[src/rtl/bip_debug_pkg.sv]
// Shared definitions for the BIP debug unit.
//   state_e     : debug FSM states
//   OPC_HALT    : opcode value that stops a free run
//   CMD_RUN/STEP: UART command bytes accepted in IDLE
//   FRAME_BYTES : length of the snapshot report frame
package bip_debug_pkg;

  typedef enum logic [2:0] {
    IDLE,
    RUN,
    STEP,
    SEND,
    DONE
  } state_e;

  localparam logic [4:0]  OPC_HALT    = 5'b00000;
  localparam logic [7:0]  CMD_RUN     = 8'h52;
  localparam logic [7:0]  CMD_STEP    = 8'h53;
  localparam int unsigned FRAME_BYTES = 8;

endpackage

[src/rtl/debug_frame_tx.sv]
// Snapshot frame serializer for the BIP debug unit.
// Captures a FRAME_BYTES-byte snapshot on i_load and presents it MSB byte
// first on a valid/ready byte interface.
//   i_clk, i_rst   : clock, synchronous active-low reset
//   i_load         : capture i_frame and start a new frame
//   i_frame        : packed snapshot, first byte to send in the MSBs
//   i_tx_ready     : transmitter accepts o_tx_data at this edge
//   o_tx_data      : current byte (registered)
//   o_tx_valid     : o_tx_data is valid (registered)
//   o_done         : last byte is being accepted at this edge
module debug_frame_tx
  import bip_debug_pkg::*;
#(
  parameter int unsigned NB_BYTE = 8
) (
  input  logic                           i_clk,
  input  logic                           i_rst,
  input  logic                           i_load,
  input  logic [FRAME_BYTES*NB_BYTE-1:0] i_frame,
  input  logic                           i_tx_ready,
  output logic [NB_BYTE-1:0]             o_tx_data,
  output logic                           o_tx_valid,
  output logic                           o_done
);

  localparam int unsigned NB_FRAME = FRAME_BYTES * NB_BYTE;
  localparam int unsigned NB_IDX   = $clog2(FRAME_BYTES);

  // The snapshot is held in a shift register: the byte on the wire is
  // always the top byte, so the output mux collapses to a fixed slice.
  logic [NB_FRAME-1:0] frame_q, frame_d;
  logic [NB_IDX-1:0]   idx_q, idx_d;
  logic                valid_q, valid_d;
  logic                accept;

  always_comb begin
    frame_d = frame_q;
    idx_d   = idx_q;
    valid_d = valid_q;
    accept  = valid_q && i_tx_ready;
    o_done  = accept && (idx_q == NB_IDX'(FRAME_BYTES - 1));
    if (i_load) begin
      frame_d = i_frame;
      idx_d   = '0;
      valid_d = 1'b1;
    end else if (accept) begin
      if (o_done) begin
        valid_d = 1'b0;
        idx_d   = '0;
      end else begin
        frame_d = frame_q << NB_BYTE;
        idx_d   = idx_q + NB_IDX'(1);
      end
    end
  end

  always_ff @(posedge i_clk) begin
    if (!i_rst) begin
      frame_q <= '0;
      idx_q   <= '0;
      valid_q <= 1'b0;
    end else begin
      frame_q <= frame_d;
      idx_q   <= idx_d;
      valid_q <= valid_d;
    end
  end

  assign o_tx_data  = frame_q[NB_FRAME-1 -: NB_BYTE];
  assign o_tx_valid = valid_q;

endmodule

[src/rtl/bip_debug_unit.sv]
// UART-driven debug controller for the BIP CPU.
// 'R' free-runs the CPU until a HALT opcode, 'S' single-steps one cycle.
// Either way a snapshot (PC, ACC, cycle count, instruction) is reported as
// an 8-byte frame. After a halt-triggered frame the unit parks in DONE
// until reset; after a step it returns to IDLE.
//   i_clk, i_rst        : clock, synchronous active-low reset
//   i_instruc           : instruction presented to the CPU
//   i_addr_program_mem  : CPU program counter
//   i_acc               : CPU accumulator
//   i_rx_data/i_rx_valid: command byte from UART receiver
//   i_tx_ready          : UART transmitter accepts a byte
//   o_cpu_enable        : CPU clock enable (registered)
//   o_tx_data/o_tx_valid: report byte to UART transmitter
module bip_debug_unit
  import bip_debug_pkg::*;
#(
  parameter int unsigned NB_INSTRUC = 16,
  parameter int unsigned NB_OPCODE  = 5,
  parameter int unsigned NB_ADDR    = 11,
  parameter int unsigned NB_DATA    = 16,
  parameter int unsigned NB_BYTE    = 8
) (
  input  logic                  i_clk,
  input  logic                  i_rst,
  input  logic [NB_INSTRUC-1:0] i_instruc,
  input  logic [NB_ADDR-1:0]    i_addr_program_mem,
  input  logic [NB_DATA-1:0]    i_acc,
  input  logic [NB_BYTE-1:0]    i_rx_data,
  input  logic                  i_rx_valid,
  input  logic                  i_tx_ready,
  output logic                  o_cpu_enable,
  output logic [NB_BYTE-1:0]    o_tx_data,
  output logic                  o_tx_valid
);

  localparam int unsigned NB_FIELD = 2 * NB_BYTE;

  state_e               state_q, state_d;
  logic                 cpu_en_q, cpu_en_d;
  logic [NB_DATA-1:0]   cnt_q, cnt_d;
  logic                 halt_frame_q, halt_frame_d;
  logic                 load;
  logic                 tx_done;
  logic                 is_halt;
  logic [FRAME_BYTES*NB_BYTE-1:0] frame;

  assign is_halt = (i_instruc[NB_INSTRUC-1 -: NB_OPCODE] == NB_OPCODE'(OPC_HALT));

  always_comb begin
    state_d      = state_q;
    halt_frame_d = halt_frame_q;
    load         = 1'b0;
    cnt_d        = cnt_q;
    if (cpu_en_q && (cnt_q != '1)) begin
      cnt_d = cnt_q + NB_DATA'(1);
    end
    case (state_q)
      IDLE: begin
        if (i_rx_valid) begin
          if (i_rx_data == NB_BYTE'(CMD_RUN)) begin
            state_d = RUN;
          end else if (i_rx_data == NB_BYTE'(CMD_STEP)) begin
            state_d = STEP;
          end
        end
      end
      RUN: begin
        if (cpu_en_q && is_halt) begin
          state_d      = SEND;
          load         = 1'b1;
          halt_frame_d = 1'b1;
        end
      end
      STEP: begin
        state_d      = SEND;
        load         = 1'b1;
        halt_frame_d = 1'b0;
      end
      SEND: begin
        if (tx_done) begin
          state_d = halt_frame_q ? DONE : IDLE;
        end
      end
      DONE:    state_d = DONE;
      default: state_d = IDLE;
    endcase
    cpu_en_d = (state_d == RUN) || (state_d == STEP);
  end

  // Snapshot uses cnt_d so the reported count includes the final enabled cycle.
  assign frame = {NB_FIELD'(i_addr_program_mem), NB_FIELD'(i_acc),
                  NB_FIELD'(cnt_d), NB_FIELD'(i_instruc)};

  always_ff @(posedge i_clk) begin
    if (!i_rst) begin
      state_q      <= IDLE;
      cpu_en_q     <= 1'b0;
      cnt_q        <= '0;
      halt_frame_q <= 1'b0;
    end else begin
      state_q      <= state_d;
      cpu_en_q     <= cpu_en_d;
      cnt_q        <= cnt_d;
      halt_frame_q <= halt_frame_d;
    end
  end

  debug_frame_tx #(
    .NB_BYTE(NB_BYTE)
  ) u_frame_tx (
    .i_clk     (i_clk),
    .i_rst     (i_rst),
    .i_load    (load),
    .i_frame   (frame),
    .i_tx_ready(i_tx_ready),
    .o_tx_data (o_tx_data),
    .o_tx_valid(o_tx_valid),
    .o_done    (tx_done)
  );

  assign o_cpu_enable = cpu_en_q;

endmodule

[config.mk]
export PLATFORM = sky130hd
export DESIGN_NAME = bip_debug_unit
export DESIGN_NICKNAME = d
export VERILOG_FILES = /design/src/rtl/bip_debug_pkg.sv /design/src/rtl/debug_frame_tx.sv /design/src/rtl/bip_debug_unit.sv
export SDC_FILE = /design/constraint.sdc
export NUM_CORES = 1
export LEC_CHECK = 0
export BUFFER_PORTS_ARGS = -buffer_cell sky130_fd_sc_hd__buf_2
export CELL_PAD_IN_SITES_DETAIL_PLACEMENT = 0
export CELL_PAD_IN_SITES_GLOBAL_PLACEMENT = 1
export CORE_ASPECT_RATIO = 0.8
export CORE_UTILIZATION = 38
export CTS_BUF_LIST = sky130_fd_sc_hd__clkbuf_8
export DETAILED_ROUTE_END_ITERATION = 7
export GPL_TIMING_DRIVEN = 0
export HOLD_SLACK_MARGIN = 0.06
export PLACE_DENSITY = 0.84
export SYNTH_ARGS = -nofsm -noshare
export SYNTH_HDL_FRONTEND = slang
export SYNTH_SLANG_ARGS = --single-unit
[constraint.sdc]
create_clock -name i_clk -period 2.1 [get_ports i_clk]
set_clock_uncertainty 0.2 [all_clocks]
set_input_delay 0.21 -clock i_clk [delete_from_list [all_inputs] [get_ports i_clk]]
set_output_delay 0.21 -clock i_clk [all_outputs]
set_load 0.05 [all_outputs]
==> reports/metrics.csv <==
metric,value,unit
status,"complete, no violations",
drc,0,
ir_worst_vdd,0.3756,mV
die_y,93.51,microns
initial_core_util,39.00,%
grt_max_degree,15,
period_needed,2091,ps
cts_root_buf,clkbuf_8,
synth_area_leaders,"dfxtp_1 45%, nand2_1 12%, a311oi_1 7.7%",
netlist_instances,495,
pre_cts_slack,-364.4,ps
dp_hpwl,8119,microns
nets,681,
via_count,4021,
clk_path_buf_depth,2,
p_total,3.374,mW
finalSetupViolCount,0,
crit_path_max_fanout,2,
cts-buffers-inserted,9,
synthesis.area,3978,sq um
syn_nets,553,
ant_nets,0,
timing.rr.start,cnt_q[0],
crit_path_end_kind,register,
rsz0062_at_grt,true,
async_flop_share,0,%
coreArea,10200,sq um
yosysTopAreaCell,dfxtp_1,
num_rows,33,
synth_most_common_cell,nand2_1,
fillers,977,
cap_violations,0,
drt_wl_total,11800,microns
critical_path_class,reg -> reg,
synth_edf_count,0,
hp-start,i_rx_data[1],
max_stage_delay,460,ps
cp-start-kind,register,
grt_overflow,0,
crit_slowest_cell,or4_4,
r2r_slack,9,ps
die_w,116.4,microns
cp.required,2170,ps
crit_buf_inv,0,
final_max_slew_viol_count,0,
grt_antenna_before_repair,0,
drtPass1Iterations,5,
synthTopCellsByCount,"129 x nand2_1, 89 x dfxtp_1, 51 x nor2_1",
whs,83.62,ps
reg2reg_to,u_frame_tx.frame_q[17],
seq_area,1803,sq um
wl_per_cell,15.37,microns
htree_levels,3,
numPortBuffers,64,
ys_ff_latch,89,
multi_input_area,2058,sq um
via_per_inst,5.236,
insertion_delay,370,ps
grt_pass1_vias,3814,
insertedDiodeCount,0,
syn_to_final_growth,35.23,%
finalHoldViolations,0,
ff2ff_path_depth,6,
tritoncts,yes,
ys_types,46,
hold_path_class,in -> reg,
clk_pin_slew,90,ps
yosysTopAreaCellShare,44.79,%
critPathLaunch,cnt_q[0],
p_per_area,627.2,nW/um^2
slew_headroom,61.15,%
yosysWarnings,0,
drive_above_1_share,24.52,%
critPathArrivalTime,2160,ps
post-route-period-util,99.55,%
grt_usage,22.07,%
drtIter0Drc,302,
timing.fmax,478.3,MHz
holdPathStages,5,
clock_sinks,89,
cp_top_family,simple AND/OR/NAND/NOR gates,
power_leakage,2.138,nW
io_pins,65,
setup_ws,9.409,ps
synth-seq-area-share,44.79,%
crit_chain,ha_4 > nand4_1 > or4_4 > o21ai_4 > mux2_4 > o211a_1,
worst_slew_pin_slew,582.7,ps
grt_pass1_wl,18370,microns
min_to,state_q[1],
synth_ff_type,dfxtp_1,
avgSynthCellArea,8.035,sq um
die_area,10880,sq um
gp_congestion,0.8436,
[how the worst max path moves through the flow]
| stage | end | slack, ps | depth (start not counted) |
|---|---|---|---|
| global route | u_frame_tx.frame_q[17] | -50 | 6 |
| floorplan | u_frame_tx.frame_q[17] | -20 | 7 |
| finish | u_frame_tx.frame_q[17] | 9 | 6 |
| global placement | u_frame_tx.frame_q[55] | -400 | 6 |
| detailed placement | u_frame_tx.frame_q[53] | -360 | 6 |
| CTS | u_frame_tx.frame_q[17] | -10 | 6 |
[logic make-up after synthesis]
kind of cell / Yosys count / synth area share [%]
and+or+nand+nor: 253 / 28.22
AOI/OAI and AO/OA: 90 / 17.08
DFF: 89 / 44.79
buffers and inverters: 47 / 5.819
xor gates and xnor gates: 7 / 1.541
muxes: 6 / 1.604
adders and majority gates: 3 / 0.9438
[report_power, final]
part	leakage, nW	total, mW	internal (mW)	switching, mW
combinational	1.28	0.175	0.103	0.0721
sequential	0.723	1.69	1.69	0.00238
clock	0.132	1.51	0.902	0.609
[state kept, by name (all words and copies together), names as in the netlist]
| register | cells |
|---|---|
| o_cpu_enable | 1 |
| halt_frame_q | 1 |
| state_q | 3 |
| cnt_q | 16 |
| u_frame_tx.frame_q | 64 |
| u_frame_tx.o_tx_valid | 1 |
| u_frame_tx.idx_q | 3 |
[cell usage in the layout (no fill, tap or decap), drive strengths merged, types with 2 or more instances in the layout]
| cell type | count |
|---|---|
| nand2 | 129 |
| buf | 92 |
| dfxtp | 89 |
| nor2 | 52 |
| dlygate4sd3 | 46 |
| a311oi | 35 |
| clkbuf | 29 |
| nand3 | 27 |
| a21oi | 22 |
| and2 | 11 |
| o211a | 10 |
| o21ai | 9 |
| nand4 | 8 |
| xnor2 | 7 |
| inv | 7 |
| and3 | 5 |
| a31oi | 4 |
| nor3 | 4 |
| bufinv | 4 |
| nand4b | 3 |
| mux2i | 3 |
| nor4 | 3 |
| mux2 | 3 |
| ha | 3 |
| nor2b | 2 |
| nand2b | 2 |
| a211oi | 2 |
| o21a | 2 |
| or4 | 2 |
| or2 | 2 |
| and4 | 2 |
[cell type report]
| class | count | share of cell area (%) |
|---|---|---|
| inverter | 5 | 0.3489 |
| multi-input combinational | 360 | 38.26 |
| clock inverter | 7 | 2.512 |
| buffer | 39 | 4.024 |
| sequential | 89 | 33.52 |
| tap | 140 | 3.257 |
| timing repair buffer | 119 | 15.77 |
| clock buffer | 9 | 2.303 |
[worst min-delay path: stages]
cell and delay [ps]:
buf_2 90, nand2b_1 70, nor3_1 50, nand4b_1 100, a31oi_1 80
[metrics by stage]
step	instance area, sq um	util, %	cells	setup TNS, ps
finish	5379	52.74	768	0
global route	5379	52.74	768	-72.06
CTS	5288	51.85	766	-14.93
detailed placement	4494	44.07	699	-16830
global placement	4494	44.07	699	-15960
floorplan	3999	-	495	-20.38
[per-layer routing]
layer | part of all wire (%) | GRT usage (%)
met4 | 0.76 | 5.235
met3 | 6.0 | 5.509
met2 | 44 | 34.91
met5 | 0 | 0
met1 | 49 | 29.90
[repair_timing]
item,in CTS,in global routing
gates cloned,0,1
pin swaps,4,4
setup buffers,7,2
hold buffers,46,0
endpoints found under the setup margin,68,71
gates resized for setup,22,26
hold endpoints to repair,47,0
Note: power is estimated with default switching activity, not from simulation.
